[src/rtl/counter_sequencer.sv]
// Run-control sequencer for the up/down counter: turns command pulses into
// registered clr/load/enable/mode strobes, paced by an internal prescaler.
module counter_sequencer #(
  parameter int WIDTH = 8,
  parameter int DIV   = 50000000,
  parameter int DIV_W = 26
) (
  input  logic             clk,
  input  logic             clr,
  input  logic             cmd_start,
  input  logic             cmd_stop,
  input  logic             cmd_load,
  input  logic             cmd_clear,
  input  logic             cmd_dir,
  input  logic             oneshot,
  input  logic [WIDTH-1:0] limit,
  input  logic [WIDTH-1:0] load_val,
  input  logic [WIDTH-1:0] q_in,
  output logic             cnt_clr,
  output logic             cnt_load,
  output logic             cnt_enable,
  output logic             cnt_mode,
  output logic [WIDTH-1:0] cnt_data,
  output logic             running,
  output logic             done
);

  typedef enum logic [2:0] {
    S_INIT,
    S_IDLE,
    S_RUN,
    S_PAUSE,
    S_DONE
  } state_t;

  localparam logic [DIV_W-1:0] PRESC_LAST = DIV_W'(DIV - 1);

  state_t             r_state;
  logic [DIV_W-1:0]   r_presc;
  logic               r_cnt_clr;
  logic               r_cnt_load;
  logic               r_cnt_enable;
  logic               r_cnt_mode;
  logic [WIDTH-1:0]   r_cnt_data;
  logic               r_running;
  logic               r_done;

  state_t             w_state_next;
  logic [DIV_W-1:0]   w_presc_next;
  logic               w_clr_next;
  logic               w_load_next;
  logic               w_enable_next;
  logic               w_mode_next;
  logic [WIDTH-1:0]   w_data_next;

  always_ff @(posedge clk) begin
    if (clr) begin
      r_state      <= S_INIT;
      r_presc      <= '0;
      r_cnt_clr    <= 1'b0;
      r_cnt_load   <= 1'b0;
      r_cnt_enable <= 1'b0;
      r_cnt_mode   <= 1'b0;
      r_cnt_data   <= '0;
      r_running    <= 1'b0;
      r_done       <= 1'b0;
    end else begin
      r_state      <= w_state_next;
      r_presc      <= w_presc_next;
      r_cnt_clr    <= w_clr_next;
      r_cnt_load   <= w_load_next;
      r_cnt_enable <= w_enable_next;
      r_cnt_mode   <= w_mode_next;
      r_cnt_data   <= w_data_next;
      r_running    <= (w_state_next == S_RUN);
      r_done       <= (w_state_next == S_DONE);
    end
  end

  // At most one strobe is raised per cycle thanks to the if/else priority chain.
  always_comb begin
    w_state_next  = r_state;
    w_presc_next  = r_presc;
    w_clr_next    = 1'b0;
    w_load_next   = 1'b0;
    w_enable_next = 1'b0;
    w_mode_next   = r_cnt_mode;
    w_data_next   = r_cnt_data;

    if (r_state == S_INIT) begin
      w_clr_next   = 1'b1;
      w_state_next = S_IDLE;
    end else begin
      if (cmd_dir) begin
        w_mode_next = ~r_cnt_mode;
      end

      if (cmd_clear) begin
        w_clr_next   = 1'b1;
        w_presc_next = '0;
        w_state_next = S_IDLE;
      end else if (cmd_load) begin
        w_load_next  = 1'b1;
        w_data_next  = load_val;
        w_presc_next = '0;
        w_state_next = (r_state == S_RUN) ? S_RUN : S_PAUSE;
      end else if (cmd_stop) begin
        // Stop outranks start; outside RUN it is simply dropped.
        if (r_state == S_RUN) begin
          w_state_next = S_PAUSE;
        end
      end else if (cmd_start && (r_state != S_RUN)) begin
        w_presc_next = '0;
        w_state_next = S_RUN;
      end else if (r_state == S_RUN) begin
        if (r_presc == PRESC_LAST) begin
          w_presc_next = '0;
          if (oneshot && (q_in == limit)) begin
            w_state_next = S_DONE;
          end else begin
            w_enable_next = 1'b1;
          end
        end else begin
          w_presc_next = r_presc + 1'b1;
        end
      end
    end
  end

  assign cnt_clr    = r_cnt_clr;
  assign cnt_load   = r_cnt_load;
  assign cnt_enable = r_cnt_enable;
  assign cnt_mode   = r_cnt_mode;
  assign cnt_data   = r_cnt_data;
  assign running    = r_running;
  assign done       = r_done;

endmodule

[config.mk]
export PLATFORM = sky130hd
export DESIGN_NAME = counter_sequencer
export DESIGN_NICKNAME = d
export VERILOG_FILES = /design/src/rtl/counter_sequencer.sv
export SDC_FILE = /design/constraint.sdc
export NUM_CORES = 1
export LEC_CHECK = 0
export CAP_MARGIN = 25
export CORE_ASPECT_RATIO = 0.75
export CORE_MARGIN = 5
export CORE_UTILIZATION = 30
export DETAILED_ROUTE_END_ITERATION = 7
export GPL_TIMING_DRIVEN = 0
export HOLD_SLACK_MARGIN = 0.05
export PLACE_DENSITY_LB_ADDON = 0.08
export SETUP_SLACK_MARGIN = 0.02
export SYNTH_ARGS = -nofsm -noshare
export SYNTH_HDL_FRONTEND = slang
export SYNTH_SLANG_ARGS = --single-unit
[constraint.sdc]
create_clock -name clk -period 2.21 [get_ports clk]
set_input_delay 0.5525 -clock clk [delete_from_list [all_inputs] [get_ports clk]]
set_output_delay 0.5525 -clock clk [all_outputs]
set_load 0.005 [all_outputs]
==> results_dict.tcl, run 1 <==
set metrics [dict create \
    grt_pass1_vias 1875 \
    seq_area_frac_synth_pct 40.0 \
    gp_congestion 0.782 \
    startpoint_type "primary input" \
    drt_pass1_iterations 4 \
    grt_pass1_wl_mm 9.22 \
    max-vdd-ir-drop_mv 0.262 \
    min_delay_path_depth 2 \
    synth_cell_types 51 \
    min_to "cnt_data[0]" \
    setup_slack_ps 129 \
    power_leakage_nw 0.964 \
    final_layout_size_suffix_gt1_share_pct 12.3 \
    min_path_type "reg2reg" \
    timing.rr.start "r_presc[0]" \
    fin_nets 340 \
    hpwlAfterDp_mm 3.98 \
    drc 0 \
    setup_viol 0 \
    synth_edf_count 0 \
    track_usage_pct 12.6 \
    yosys_register_bits 43 \
    num_rows 26 \
    start_util_pct 31.2 \
    diodes 0 \
    arrival_ps 2280 \
    grt.overflow.total 0 \
    seqCellArea_um2 861 \
    io_buffer_count 44 \
    finalCriticalPeriod_ps 2080 \
    synthCells 252 \
    detailedPlace.worstSlack_ps -441 \
    nFillCells 727 \
    chipHeight_um 83.4 \
    timing.final.crit_share_pct 94.2 \
    cp-end-kind "flip-flop" \
    syn_nets 285 \
    outcome "finished clean" \
    min_from "cnt_data[0]" \
    syn_area_um2 2150 \
    cts-hold-fix-buffers 0 \
    tightest_slew_ps 642 \
    htree_levels 2 \
    async_flop_share_pct 0 \
    cts_root_buffer "clkbuf_8" \
    core-area_um2 6900 \
    max-clock-path-buffers 2 \
    ys.flop_type "dfxtp_1" \
    clk_latency_ps 300 \
    rsz0062_at_grt "no" \
    powerDensity_nw_per_um2 594 \
    numCtsBuffers 5 \
    multi_input_area_um2 1270 \
    clock_skew_ps 11.9 \
    syn2layout_area_growth_pct 36.5 \
    cts.sinks 43 \
    die_width_um 108 \
    ff2ff_path_depth 8 \
    criticalPathCategory "in2reg" \
    synth_warnings 0 \
    viasPerCell 4.77 \
    totalWireLength_mm 5.40 \
    timing.fmax_mhz 481 \
    antenna_found_initial 0 \
    max_slew_margin_pct 56.9 \
    vias 1936 \
    cp.required_ps 2410 \
    r2r_end "r_presc[2]" \
    syn_avg_cell_area_um2 8.54 \
    total_power_mw 1.74 \
    drt_iter0_markers 91 \
    wl_per_cell_um 13.3 \
    cap_violations 0 \
    r2r_slack_ps 190 \
    path_clk_slew_ps 90 \
    io_pins 46 \
    fin_util_pct 42.6 \
    grt_max_degree 15 \
    hold_ws_ps 460 \
    die_area_um2 8990 \
    maxSlewViolCount 0 \
    finalHoldViolCount 0 \
    postRouteAntennaNets 0 \
    cts_tree "yes" \
    path_max_fanout 10 \
]
-- flip-flops by register name, indices dropped and copies added (netlist names) --
register and cells:
r_state 3, cnt_data 8, running 1, cnt_clr 1
cnt_enable 1, cnt_load 1, done 1, cnt_mode 1
r_presc 26
-- layout by cell type (no fill, tap or decap), types with 2 or more instances in the layout --
cell	synthesis	routed
a21oi_1	18	18
a31oi_1	2	2
and3_1	2	2
and4_1	2	2
buf_2	2	2
buf_4	3	6
bufinv_16	0	2
clkbuf_1	5	5
clkbuf_8	0	5
clkdlybuf4s50_1	0	43
dfxtp_1	43	43
inv_1	6	6
nand2_1	27	27
nand3_1	10	10
nand4_1	7	7
nor2_1	31	29
nor2_2	0	2
nor2b_1	4	4
nor3_1	9	8
nor3_2	1	2
nor4_1	4	4
nor4_2	7	7
o21ai_0	7	7
or3_1	5	5
xnor2_1	16	16
xor2_1	11	11
-- layout make-up --
class | instances | share of cell area (%)
clock buffer | 5 | 2.34
sequential | 43 | 29.3
clock inverter | 3 | 2.30
multi-input combinational | 193 | 43.2
tap | 98 | 4.17
timing repair buffer | 48 | 16.1
inverter | 6 | 0.766
buffer | 10 | 1.87
-- critical path, stage by stage --
cell             delay, ps
clkdlybuf4s50_1        570
nor3_2                 100
a221o_1                310
buf_4                  200
nor4_2                 330
xnor2_1                160
nor2_1                  50
-- synthesized netlist by cell type, types with 2 or more instances --
cell / count / share of area (%)
nor2b_1: 4 / 1.2
clkbuf_1: 5 / 0.87
dfxtp_1: 43 / 40
buf_2: 2 / 0.46
o21ai_0: 7 / 1.6
nand3_1: 10 / 2.3
or3_1: 5 / 1.5
buf_4: 3 / 1.0
inv_1: 6 / 1.0
nand4_1: 7 / 2.0
nor4_1: 4 / 1.2
xnor2_1: 16 / 6.5
nor2_1: 31 / 5.4
nor4_2: 7 / 4.1
nor4b_1: 2 / 0.81
and3_1: 2 / 0.58
nand2_1: 27 / 4.7
xor2_1: 11 / 4.5
and4_1: 2 / 0.81
a31oi_1: 2 / 0.58
a21oi_1: 18 / 4.2
nor3_1: 9 / 2.1
-- where the power goes --
part	total, mW	switching [mW]	leakage (nW)	internal (mW)
clock network	0.737	0.286	0.0644	0.451
registers	0.797	0.00910	0.348	0.788
logic	0.210	0.100	0.551	0.110
total	1.74	0.395	0.964	1.35
-- worst max path at each step --
stage,startpoint,to,slack (ps),depth (start not counted)
2_1_floorplan,cmd_load,r_presc[17],330,7
3_3_place_gp,cmd_clear,r_presc[17],-490,6
3_5_place_dp,cmd_clear,r_presc[15],-440,6
4_1_cts,cmd_clear,r_presc[15],20,6
5_1_grt,cmd_start,r_presc[13],20,7
6_report,cmd_start,r_presc[22],130,7
-- through the flow --
step	cells	TNS, ps	cell area (um2)
5_1_grt	406	0	2940
4_1_cts	402	0	2870
3_3_place_gp	394	-10090	2720
6_report	406	0	2940
3_5_place_dp	394	-9120	2720
2_1_floorplan	252	0	2150
-- cells by family after synthesis --
logic type | after synthesis | share of synthesized area, %
AO/OA/AOI/OAI | 41 | 13.1
AND/OR/NAND/NOR | 124 | 32.0
buffers and inverters | 16 | 3.43
XOR/XNOR | 27 | 11.0
adder cells (fa/ha/maj) | 1 | 0.581
flip-flops | 43 | 40.0
-- metal layers --
layer	global-route usage, %	up-vias	part of all wire [%]
met4	3.10	0	0.95
met3	3.18	6	4.5
met2	18.8	34	43
li1	-	998	-
met1	17.9	898	52
met5	0	-	0
-- timing repair --
action	in CTS	in global routing
resized for setup	3	8
endpoints found under the setup margin	23	28
pin swaps	0	5
setup buffers	0	4
Power figures use the tool's default switching activity.
==> run 2: changes to the inputs <==
- CAP_MARGIN: 25 -> 15
- CORE_MARGIN: 5 -> 2
==> results_dict.tcl, run 2 (synthesis gave the netlist of run 1 again) <==
set metrics [dict create \
    outcome "finished clean" \
    drc 0 \
    clk_latency_ps 290 \
    cts-hold-fix-buffers 0 \
    vias 1895 \
    drt_pass1_iterations 4 \
    path_clk_slew_ps 80 \
    setup_slack_ps 123 \
    cp.required_ps 2400 \
    max-vdd-ir-drop_mv 0.204 \
    clock_skew_ps 6.64 \
    drt_iter0_markers 65 \
    track_usage_pct 14.3 \
    timing.final.crit_share_pct 94.4 \
    start_util_pct 31.2 \
    total_power_mw 1.49 \
    rsz0062_at_grt "yes" \
    diodes 0 \
    final_layout_size_suffix_gt1_share_pct 11.5 \
    timing.fmax_mhz 479 \
    die_area_um2 7880 \
    syn2layout_area_growth_pct 33.1 \
    core-area_um2 6900 \
    setup_tns_ps 0 \
    seqCellArea_um2 861 \
    detailedPlace.worstSlack_ps -473 \
    num_rows 26 \
    viasPerCell 4.70 \
    dp.cells 394 \
    max-clock-path-buffers 2 \
    cp-end-kind "flip-flop" \
    postRouteAntennaNets 0 \
    numCtsBuffers 5 \
    hold_ws_ps 458 \
    hpwlAfterDp_mm 3.85 \
    tightest_slew_ps 644 \
    grt_max_degree 14 \
    arrival_ps 2270 \
    grt_pass1_vias 1825 \
    setup_viol 0 \
    largest_reg_flops 26 \
    regMostFlops "r_presc" \
    mostFrequentLayoutCells "43 x dfxtp_1, 43 x clkdlybuf4s50_1, 30 x nor2_1" \
    finalNonFillerCells 403 \
    max_slew_margin_pct 56.8 \
    finalHoldViolCount 0 \
    io_pins 46 \
    path_max_fanout 10 \
    grt.overflow.total 0 \
    htree_levels 2 \
    nFillCells 727 \
    cts_root_buffer "clkbuf_8" \
    chipHeight_um 77.4 \
    die_width_um 102 \
    maxSlewViolCount 0 \
    power_leakage_nw 0.948 \
    powerDensity_nw_per_um2 519 \
    multi_input_area_um2 1270 \
    fin_nets 337 \
    antenna_found_initial 0 \
    cts_tree "yes" \
    totalWireLength_mm 5.22 \
    gp_congestion 0.769 \
    finalCriticalPeriod_ps 2090 \
    wl_per_cell_um 13.0 \
    criticalPathCategory "in2reg" \
    grt_pass1_wl_mm 8.89 \
    cts.sinks 43 \
    startpoint_type "primary input" \
    cap_violations 0 \
    min_path_type "reg2reg" \
    io_buffer_count 44 \
]
-- run 2: cell types whose count changed in the layout (fill, tap and decap cells not counted), sizes merged --
| cell | change |
|---|---|
| buf | -2 |
| bufinv | -2 |
| clkbuf | -1 |
| clkinv | +3 |
| clkinvlp | -1 |
-- run 2: report_power, final --
part           leakage, nW  internal [mW]  switching [mW]  total [mW]
sequential           0.348          0.788         0.00901       0.797
combinational        0.552          0.108          0.0994       0.207
clock               0.0477          0.216           0.266       0.482
total                0.948           1.11           0.374        1.49
-- run 2: cell type report --
class                      instances  share of cell area (%)
sequential                        43                    30.0
inverter                           6                   0.786
buffer                             9                    1.66
timing repair buffer              46                    16.0
tap                               98                    4.28
multi-input combinational        193                    44.3
clock buffer                       5                    2.40
clock inverter                     3                   0.524
-- run 2: final timing paths --
| check | start | endpoint | slack [ps] | depth (start not counted) |
|---|---|---|---|---|
| worst max-delay path | cmd_start | r_presc[4] | 120 | 7 |
| worst min-delay path | cnt_data[4] | cnt_data[4] | 460 | 2 |
| worst max register to register | r_presc[0] | r_presc[4] | 180 | 7 |
| worst min register to register | cnt_data[4] | cnt_data[4] | 460 | 2 |
-- run 2: repair_timing --
item                       CTS  global route
pin swaps                    1             1
setup endpoints to repair   24            27
setup buffers                1             1
resized for setup            3             7
cloned                       0             0
-- run 2: per-stage QoR --
stage               utilization, %  area [um2]
floorplan                        -        2150
global placement              39.4        2720
detailed placement            39.4        2720
CTS                           41.0        2830
global route                  41.6        2870
finish                        41.6        2870
-- run 2: worst max-delay path: stages --
cell and delay [ps]:
clkdlybuf4s50_1 570, nor3_2 90, a221o_1 310, buf_4 200
o21bai_4 240, buf_4 230, nor2_1 60
-- run 2: metal layers --
metal	up-vias	global-route usage [%]	wire, um	share of wire [%]
li1	993	-	-	-
met1	865	21.5	2740	52
met2	29	19.9	2200	42
met3	8	3.33	220	4.2
met4	0	4.40	59	1.1
met5	-	0	0	0
